`src/rtl/keypad_driver.sv`:
```
// keypad_driver: scans a 3x4 phone keypad and reports debounced key presses.
//
// Ports:
//   CLK       in   system clock, rising edge
//   RST       in   synchronous active-high reset
//   C, A, E   in   column inputs (left, middle, right), high = key in driven row pressed
//   B,G,F,D   out  one-hot row drives (rows 1..4), registered
//   DATA_S    out  4-bit code of the last accepted key
//   INTERUPT  out  high for INTR_CYCLES clocks when a new press is accepted
module keypad_driver #(
    parameter int SCAN_DIV    = 1,
    parameter int DEBOUNCE    = 2,
    parameter int INTR_CYCLES = 1
) (
    input  logic       CLK,
    input  logic       RST,
    input  logic       C,
    input  logic       A,
    input  logic       E,
    output logic       B,
    output logic       G,
    output logic       F,
    output logic       D,
    output logic [3:0] DATA_S,
    output logic       INTERUPT
);
    localparam int DW = SCAN_DIV > 1 ? $clog2(SCAN_DIV) : 1;
    localparam int CW = $clog2(DEBOUNCE + 1);
    localparam int IW = INTR_CYCLES > 1 ? $clog2(INTR_CYCLES) : 1;
    localparam logic [3:0] NO_KEY = 4'hF;

    logic [DW-1:0] div;
    logic [1:0]    idx;
    logic [3:0]    rows;
    logic          found;
    logic [3:0]    held_code;
    logic [3:0]    prev_code;
    logic [CW-1:0] cnt;
    logic          key_down;
    logic [IW-1:0] intr_cnt;

    logic          slot_end;
    logic          frame_end;
    logic          any_col;
    logic [1:0]    col_sel;
    logic [3:0]    code_now;
    logic [3:0]    frame_code;
    logic [CW-1:0] cnt_next;
    logic          stable;
    logic          accept;
    logic          drop;

    assign B = rows[0];
    assign G = rows[1];
    assign F = rows[2];
    assign D = rows[3];

    always_comb begin
        slot_end   = div == DW'(SCAN_DIV - 1);
        frame_end  = slot_end && idx == 2'd3;
        any_col    = C | A | E;
        // leftmost active column wins inside a row
        col_sel    = C ? 2'd0 : A ? 2'd1 : 2'd2;
        code_now   = idx == 2'd3 ? (col_sel == 2'd0 ? 4'hA : col_sel == 2'd1 ? 4'h0 : 4'hB)
                                 : 4'(idx) * 4'd3 + 4'(col_sel) + 4'd1;
        // a hit latched in an earlier row of this frame takes priority
        frame_code = found ? held_code : any_col ? code_now : NO_KEY;
        cnt_next   = frame_code != prev_code ? CW'(1)
                   : cnt == CW'(DEBOUNCE) ? cnt : cnt + CW'(1);
        stable     = cnt_next == CW'(DEBOUNCE);
        accept     = frame_end && !key_down && frame_code != NO_KEY && stable;
        drop       = frame_end && key_down && frame_code == NO_KEY && stable;
    end

    always_ff @(posedge CLK) begin
        if (RST) begin
            div       <= '0;
            idx       <= 2'd0;
            rows      <= 4'b0001;
            found     <= 1'b0;
            held_code <= NO_KEY;
            prev_code <= NO_KEY;
            cnt       <= '0;
            key_down  <= 1'b0;
            DATA_S    <= 4'h0;
            INTERUPT  <= 1'b0;
            intr_cnt  <= '0;
        end else begin
            div <= slot_end ? '0 : div + DW'(1);
            if (slot_end) begin
                idx  <= idx + 2'd1;
                rows <= {rows[2:0], rows[3]};
                if (frame_end) begin
                    found     <= 1'b0;
                    prev_code <= frame_code;
                    cnt       <= cnt_next;
                end else if (!found && any_col) begin
                    found     <= 1'b1;
                    held_code <= code_now;
                end
            end
            if (accept) begin
                key_down <= 1'b1;
                DATA_S   <= frame_code;
            end else if (drop) begin
                key_down <= 1'b0;
            end
            // a press landing while the pulse is still high does not stretch it
            if (accept && !INTERUPT) begin
                INTERUPT <= 1'b1;
                intr_cnt <= IW'(INTR_CYCLES - 1);
            end else if (INTERUPT) begin
                if (intr_cnt == '0)
                    INTERUPT <= 1'b0;
                else
                    intr_cnt <= intr_cnt - IW'(1);
            end
        end
    end
endmodule

```
`config.mk`:
```
export PLATFORM = sky130hd
export DESIGN_NAME = keypad_driver
export DESIGN_NICKNAME = d
export VERILOG_FILES = /design/src/rtl/keypad_driver.sv
export SDC_FILE = /design/constraint.sdc
export NUM_CORES = 1
export LEC_CHECK = 0
export CAP_MARGIN = 20
export CORE_ASPECT_RATIO = 1.2
export CORE_MARGIN = 2
export CORE_UTILIZATION = 60
export CTS_CLUSTER_SIZE = 28
export DETAILED_ROUTE_END_ITERATION = 7
export GPL_TIMING_DRIVEN = 0
export HOLD_SLACK_MARGIN = 0.06
export PLACE_DENSITY = 0.94
export SYNTH_ARGS = -nofsm -noshare
export SYNTH_HDL_FRONTEND = slang
export SYNTH_SLANG_ARGS = --single-unit
```
`constraint.sdc`:
```
create_clock -name CLK -period 6.55 [get_ports CLK]
set_input_delay 1.31 -clock CLK [delete_from_list [all_inputs] [get_ports CLK]]
set_output_delay 1.31 -clock CLK [all_outputs]
set_load 0.03 [all_outputs]
```
==> summary.md, run 1 <==
| Metric | Value |
|---|---|
| Max Cap Viol | `0` |
| Initial antenna violation count | `0` |
| DRC viols | `0` |
| # IOs | `14` |
| Post-Synthesis Cells | `146` |
| Crit path time final | `roughly 4.4 ns` |
| GRT Util Overall | `24.6%` |
| Met1 usage | `about a third` |
| Post-layout nets | `175` |
| Yosys reg bits | `24` |
| Syn. warnings | `0` |
| Setup Fix Bufs, Post-CTS | `0` |
| Clk_lat worst skew | `about 0.33 ns` |
| Worst path most repeated cell | `fa_1` |
| Leak | `0.633 nW` |
| Drt wl/cell | `14.3 microns` |
| Crit path DAT | `roughly 4.7 ns` |
| Syn_area_per_cell | `9.45 sq um` |
| Crit path largest cell delay | `0.49 ns` |
| Ys async rst share | `0%` |
| Die area | `0.00270 sq mm` |
| Total power | `0.376 mW` |
| Via count | `~1100` |
| Number of CTS-inserted buffers | `3` |
| Vias in the first global route | `between 1000 and 1500` |
| First-pass GRT wire length | `4.95 mm` |
| Hold path start | `INTERUPT` |
| Reg2reg start | `idx[0]` |
| PortBufs | `12` |
| Highest clock rate | `227 MHz` |
| Largest net degree at the start of global routing | `15` |
| Max IR drop VDD | `190 uV` |
| Clock Sinks | `24` |
| Gr busiest metal | `met2` |
| CTS Hold Bufs | `0` |
| Clk slew on worst S/H paths | `0.15 ns` |
| DRT Wirelength | `2.76 mm` |
| Vert. Die Dim | `56.5 microns` |
| Post-CTS sizing | `0` |
| Slowest CP cell | `clkdlybuf4s50_1` |
| CP Class | `input port to flip-flop` |
| Slew @ Worst Pin | `0.618 ns` |
| Core Box Area | `0.00223 sq mm` |
| Met3 Resource Use GR | `3.86%` |
| Drt first pass iters | `4` |
| Reg-to-reg setup timing slack | `3.37 ns` |
| Unique masters post-synth | `between 40 and 50` |
| Grt ovf | `0` |
| Area Overhead vs Synth | `15.3%` |
| Fin. max-slew vios | `0` |
| Met2 usage in global routing | `a little under two fifths` |
| Vias per Instance | `just under 6` |
| CTS tree | `done` |
| Clk buf depth | `2` |
| Unrepaired setup endpoints after global routing | `false` |
| Initial drt markers | `36` |
| Synthesized area | `0.00138 sq mm` |
| Slew HR | `around three fifths` |
| Setup-failing EPs final | `0` |
| Top-count cell post-synth | `dfxtp_1` |
| WP data required | `6.79 ns` |
| Synth Flop Type | `dfxtp_1` |
| Setup TNS | `0 ns` |
| Cell Chain, Critical Path | `clkdlybuf4s50_1, nor2_1, inv_1, fa_1, fa_1, xnor2_1, a221oi_4, xnor2_2, a211oi_2, nand2_1, o31a_1` |
| Post-synthesis sequential area ratio | `34.8%` |
| R2R Path End | `cnt[0]` |
| GPL Wtd Cong | `0.792` |
| PwrDens | `236 mW/mm^2` |
| Final period utilization | `67.4%` |
| Final Hold Fails | `0` |
| Detailed placement HPWL | `2.04 mm` |
| Hold depth | `1` |
| Worst setup EP type | `flip-flop` |
| Number of synthesized flops with an enable pin | `0` |
| Yosys top cell by area | `dfxtp_1` |
| Syn nets | `158` |
| Share of the synthesized area in the top cell type | `34.8%` |
| Layout cell share with drive strength beyond 1 | `9.88%` |
| Hold WC Path Type | `flip-flop to flip-flop` |
| Most frequent cells after synthesis | `dfxtp_1, nand2_1, inv_1` |
| Site Rows | `19` |
| Chip width | `roughly 48 microns` |
| Initial core utilization | `61.8%` |
| Reg2reg path depth | `9` |
| Top cells by area, synth | `dfxtp_1, mux2i_1, ha_1` |
| CTS H-tree depth | `1` |
| Ant. Diodes | `0` |
| Final Skew | `0.0199 ns` |
| Status | `finished clean` |
| Root cell of the clock tree | `clkbuf_4` |
| Largest fanout on the critical path | `6` |
| Routed Antenna Nets | `0` |
| Hold Path End | `INTERUPT` |
| Worst setup SP type | `input port` |
==> power breakdown <==
| part | switching [mW] | leakage (nW) | internal [mW] |
|---|---|---|---|
| logic | 0.0633 | 0.409 | 0.0427 |
| clock network | 0.0489 | 0.0279 | 0.0619 |
| registers | 0.00620 | 0.196 | 0.153 |
==> cells by family (layout without fill, tap and decap cells) <==
kind of cell	after synthesis	in the layout	synth area share, %
buffers and inverters	18	34	5.08
adders and majority gates	7	7	7.43
muxes	9	9	6.53
AOI/OAI and AO/OA	33	33	22.0
xor gates and xnor gates	5	5	4.26
other	1	1	0.272
and+or+nand+nor	49	49	19.6
DFF	24	24	34.8
==> flip-flops by register name (all words and copies together), names as in the netlist, 2 cells and up <==
signal,count
DATA_S,4
held_code,4
prev_code,4
rows,4
cnt,2
idx,2
==> how the worst max path moves through the flow <==
stage	startpoint	end	slack, ns	depth (start not counted)
3_5_place_dp	A	DATA_S[0]	1.79	11
6_report	A	cnt[0]	2.14	11
2_1_floorplan	A	DATA_S[0]	2.55	10
4_1_cts	A	DATA_S[0]	2.12	11
5_1_grt	A	DATA_S[0]	1.89	11
3_3_place_gp	A	DATA_S[0]	1.85	11
==> final cells by class <==
type | instances | area [sq um]
Inverter | 12 | 45.0
Sequential cell | 24 | 480
Fill cell | 166 | 643
Clock buffer | 3 | 22.5
Clock inverter | 1 | 30.0
Tap cell | 31 | 38.8
Multi-Input combinational cell | 104 | 830
Buffer | 6 | 25.0
Timing Repair Buffer | 12 | 120
==> worst max-delay path: cells and delay by family <==
| kind | cells | cell delay (ns) |
|---|---|---|
| buffers and inverters | 2 | 0.57 |
| AND/OR/NAND/NOR | 2 | 0.37 |
| adder cells (fa/ha/maj) | 2 | 0.94 |
| AO/OA/AOI/OAI | 3 | 1.08 |
| XOR/XNOR | 2 | 0.39 |
==> routing by layer <==
metal | vias to the layer above | part of all wire, %
met5 | - | 0
met4 | 0 | 1.8
li1 | 551 | -
met3 | 6 | 3.3
met1 | 538 | 46
met2 | 23 | 49
==> stage by stage <==
stage / instance area, sq um / setup WS (ns) / hold WS (ns) / utilization [%] / std cells
3_5_place_dp: 1540 / 1.79 / 0.429 / 68.9 / 189
2_1_floorplan: 1380 / 2.55 / 0.436 / - / 146
3_3_place_gp: 1540 / 1.85 / 0.422 / 68.9 / 189
4_1_cts: 1590 / 2.12 / 0.448 / 71.2 / 193
6_report: 1590 / 2.14 / 0.445 / 71.2 / 193
5_1_grt: 1590 / 1.89 / 0.472 / 71.2 / 193
==> layout by cell type (no fill, tap or decap), drive strengths merged, types with 2 or more instances in the layout <==
cell type and n:
or4 2, buf 3, ha 5, clkbuf 6
fa 2, dfxtp 24, nand3 4, a31oi 2
nor4 2, o21a 3, nor2b 5, a2111oi 2
a21oi 7, nor3 3, inv 11, clkdlybuf4s50 12
nand2b 4, xnor2 4, nand2 15, a211oi 2
o21ai 4, and3b 2, nor2 9, mux2i 9
o211ai 4
Power figures use the tool's default switching activity.
==> run 2: changes to the inputs <==
- CORE_UTILIZATION: 60 -> 55
- PLACE_DENSITY: 0.94 -> 0.88
- clock period: 6.55 -> 4.18 ns (I/O delays scaled with it)
==> summary.md, run 2 (synthesized netlist as in run 1, its figures left out) <==
| Metric | Value |
|---|---|
| Critical Path Start | `A (unchanged)` |
| Status | `finished clean (unchanged)` |
| WL met2 | `1.33 mm (was 1.35 mm)` |
| GPL Wtd Cong | `0.908 (was 0.792)` |
| Vias per Instance | `5.70 (was 5.79)` |
| CP bufs+invs | `2 (unchanged)` |
| Layout cell share with drive strength beyond 1 | `9.88% (unchanged)` |
| Highest clock rate | `253 MHz` |
| Drt first pass iters | `4 (unchanged)` |
| Cell Chain, Critical Path | `clkdlybuf4s50_1, nor2_1, inv_1, fa_1, fa_1, nor2b_1, o311a_2, xnor2_2, a2111oi_4, mux2i_1, o211ai_1 (was clkdlybuf4s50_1, nor2_1, inv_1, fa_1, fa_1, xnor2_1, a221oi_4, xnor2_2, a211oi_2, nand2_1, o31a_1)` |
| Crit path time final | `3.95 ns` |
| Setup Fix Bufs, Post-CTS | `0 (unchanged)` |
| CP Class | `input port to flip-flop (unchanged)` |
| WP data required | `4.39 ns (was 6.79 ns)` |
| Total power | `0.581 mW (was 0.376 mW)` |
| Initial core utilization | `59.2% (was 61.8%)` |
| Commonest cells after routing, fill and taps aside | `dfxtp_1, nand2_1, clkdlybuf4s50_1, inv_1 (unchanged)` |
| WL met1 | `1.12 mm (was 1.27 mm)` |
| Clk slew on worst S/H paths | `0.13 ns (was 0.15 ns)` |
| Root cell of the clock tree | `clkbuf_4 (unchanged)` |
| Via count | `1100 (was 1118)` |
| Initial drt markers | `32 (was 36)` |
| Final period utilization | `94.4%` |
| Die area | `0.00293 sq mm (was 0.00270 sq mm)` |
| Leak | `0.633 nW (unchanged)` |
| Post-CTS sizing | `0 (unchanged)` |
| Fill cells | `190 (was 166)` |
| First-pass GRT wire length | `4.68 mm (was 4.95 mm)` |
| Worst setup SP type | `input port (unchanged)` |
| CTS tree | `done (unchanged)` |
| DR top layer | `met4 (unchanged)` |
| Routed Antenna Nets | `0 (unchanged)` |
| Core Box Area | `0.00233 sq mm (was 0.00223 sq mm)` |
| Slew @ Worst Pin | `0.548 ns (was 0.618 ns)` |
| # IOs | `14 (unchanged)` |
| Crit path DAT | `4.16 ns (was 4.66 ns)` |
| Detailed placement HPWL | `2.01 mm (was 2.04 mm)` |
| GRT Util Overall | `20.2% (was 24.6%)` |
| Number of CTS-inserted buffers | `3 (unchanged)` |
| Reg2reg start | `idx[0] (unchanged)` |
| DRT Wirelength | `2.61 mm (was 2.76 mm)` |
| Largest fanout on the critical path | `6 (unchanged)` |
| Most common cell after layout, fill and taps aside | `dfxtp_1 (unchanged)` |
| PortBufs | `12 (unchanged)` |
| Hold WC Path Type | `flip-flop to flip-flop (unchanged)` |
| Clock Sinks | `24 (unchanged)` |
| Crit path largest cell delay | `0.52 ns (was 0.49 ns)` |
| Max IR drop VDD | `267 uV (was 190 uV)` |
| Post-layout nets | `175 (unchanged)` |
| Chip width | `49.7 microns (was 47.8 microns)` |
| Hold path start | `INTERUPT (unchanged)` |
| Final Hold Fails | `0 (unchanged)` |
| Area Overhead vs Synth | `15.3% (unchanged)` |
| Vias in the first global route | `1065 (was 1102)` |
| Unrepaired setup endpoints after global routing | `false (unchanged)` |
| Vert. Die Dim | `58.9 microns (was 56.5 microns)` |
| Final worst slack | `0.235 ns (was 2.14 ns)` |
| Fin. max-slew vios | `0 (unchanged)` |
| Grt ovf | `0 (unchanged)` |
| Kind of cell adding the most delay to the critical path | `adder cells (was compound AO/OA/AOI/OAI gates)` |
| CTS H-tree depth | `1 (unchanged)` |
| Slew HR | `63.2% (was 58.6%)` |
| DRC viols | `0 (unchanged)` |
| Setup WS pre-CTS | `-0.0857 ns (was 1.79 ns)` |
| Largest net degree at the start of global routing | `15 (unchanged)` |
| Initial antenna violation count | `0 (unchanged)` |
| Met3 routed WL | `129 microns (was 90 microns)` |
| Setup TNS | `0 ns (unchanged)` |
| Final Skew | `0.00105 ns (was 0.0199 ns)` |
| Max Cap Viol | `0 (unchanged)` |
| PwrDens | `365 mW/mm^2 (was 236 mW/mm^2)` |
| Worst setup EP type | `flip-flop (unchanged)` |
| Worst path most repeated cell | `fa_1 (unchanged)` |
| Site Rows | `19 (unchanged)` |
| Slowest CP cell | `fa_1 (was clkdlybuf4s50_1)` |
| Drt wl/cell | `13.5 microns (was 14.3 microns)` |
| CTS Hold Bufs | `0 (unchanged)` |
| Ant. Diodes | `0 (unchanged)` |
| Clk buf depth | `2 (unchanged)` |
| Setup-failing EPs final | `0 (unchanged)` |
| Clk_lat worst skew | `0.31 ns (was 0.33 ns)` |
## run 2: cell counts in the layout (fill, tap and decap cells not counted)
Identical to the previous run, type by type.
## run 2: final timing paths
kind,cells past startpoint,to,slack [ns]
setup / recovery,11,DATA_S[0],0.23
hold / removal,1,INTERUPT,0.45
setup reg to reg,9,DATA_S[0],1.02
hold reg to reg,1,INTERUPT,0.45
## run 2: worst register-to-register path, delay by kind of cell, from the launching register on
kind                     cells  cell delay, ns
XOR/XNOR                     1            0.21
adder cells (fa/ha/maj)      2            1.05
multiplexers                 1            0.24
flip-flops                   1            0.41
AND/OR/NAND/NOR              1            0.15
buffers and inverters        1            0.08
AO/OA/AOI/OAI                3            0.92
## run 2: layout make-up
cell class / count / area [sq um] / area share, %
Buffer: 6 / 25.0 / 1.57
Sequential cell: 24 / 480 / 30.2
Timing Repair Buffer: 12 / 120 / 7.55
Clock buffer: 3 / 22.5 / 1.42
Tap cell: 31 / 38.8 / 2.44
Inverter: 12 / 45.0 / 2.83
Multi-Input combinational cell: 104 / 830 / 52.1
Clock inverter: 1 / 30.0 / 1.89
## run 2: power breakdown
group          internal (mW)  leakage (nW)  switching [mW]  total, mW
logic                 0.0671         0.409          0.0975      0.165
clock network         0.0969        0.0279          0.0700      0.167
registers              0.240         0.196         0.00936      0.249
total                  0.404         0.633           0.177      0.581
## run 2: layer usage
layer	global-route usage (%)	vias to the layer above
li1	-	551
met1	25.0	512
met2	37.3	32
met3	1.52	5
met4	5.95	0
met5	0	-
## run 2: stage by stage
step	hold WS, ns	utilization [%]	cell area [sq um]	std cells
after floorplan	0.436	-	1380	146
after global placement	0.425	66.1	1540	189
after detailed placement	0.429	66.1	1540	189
after CTS	0.448	68.3	1590	193
after global routing	0.469	68.3	1590	193
final	0.449	68.3	1590	193
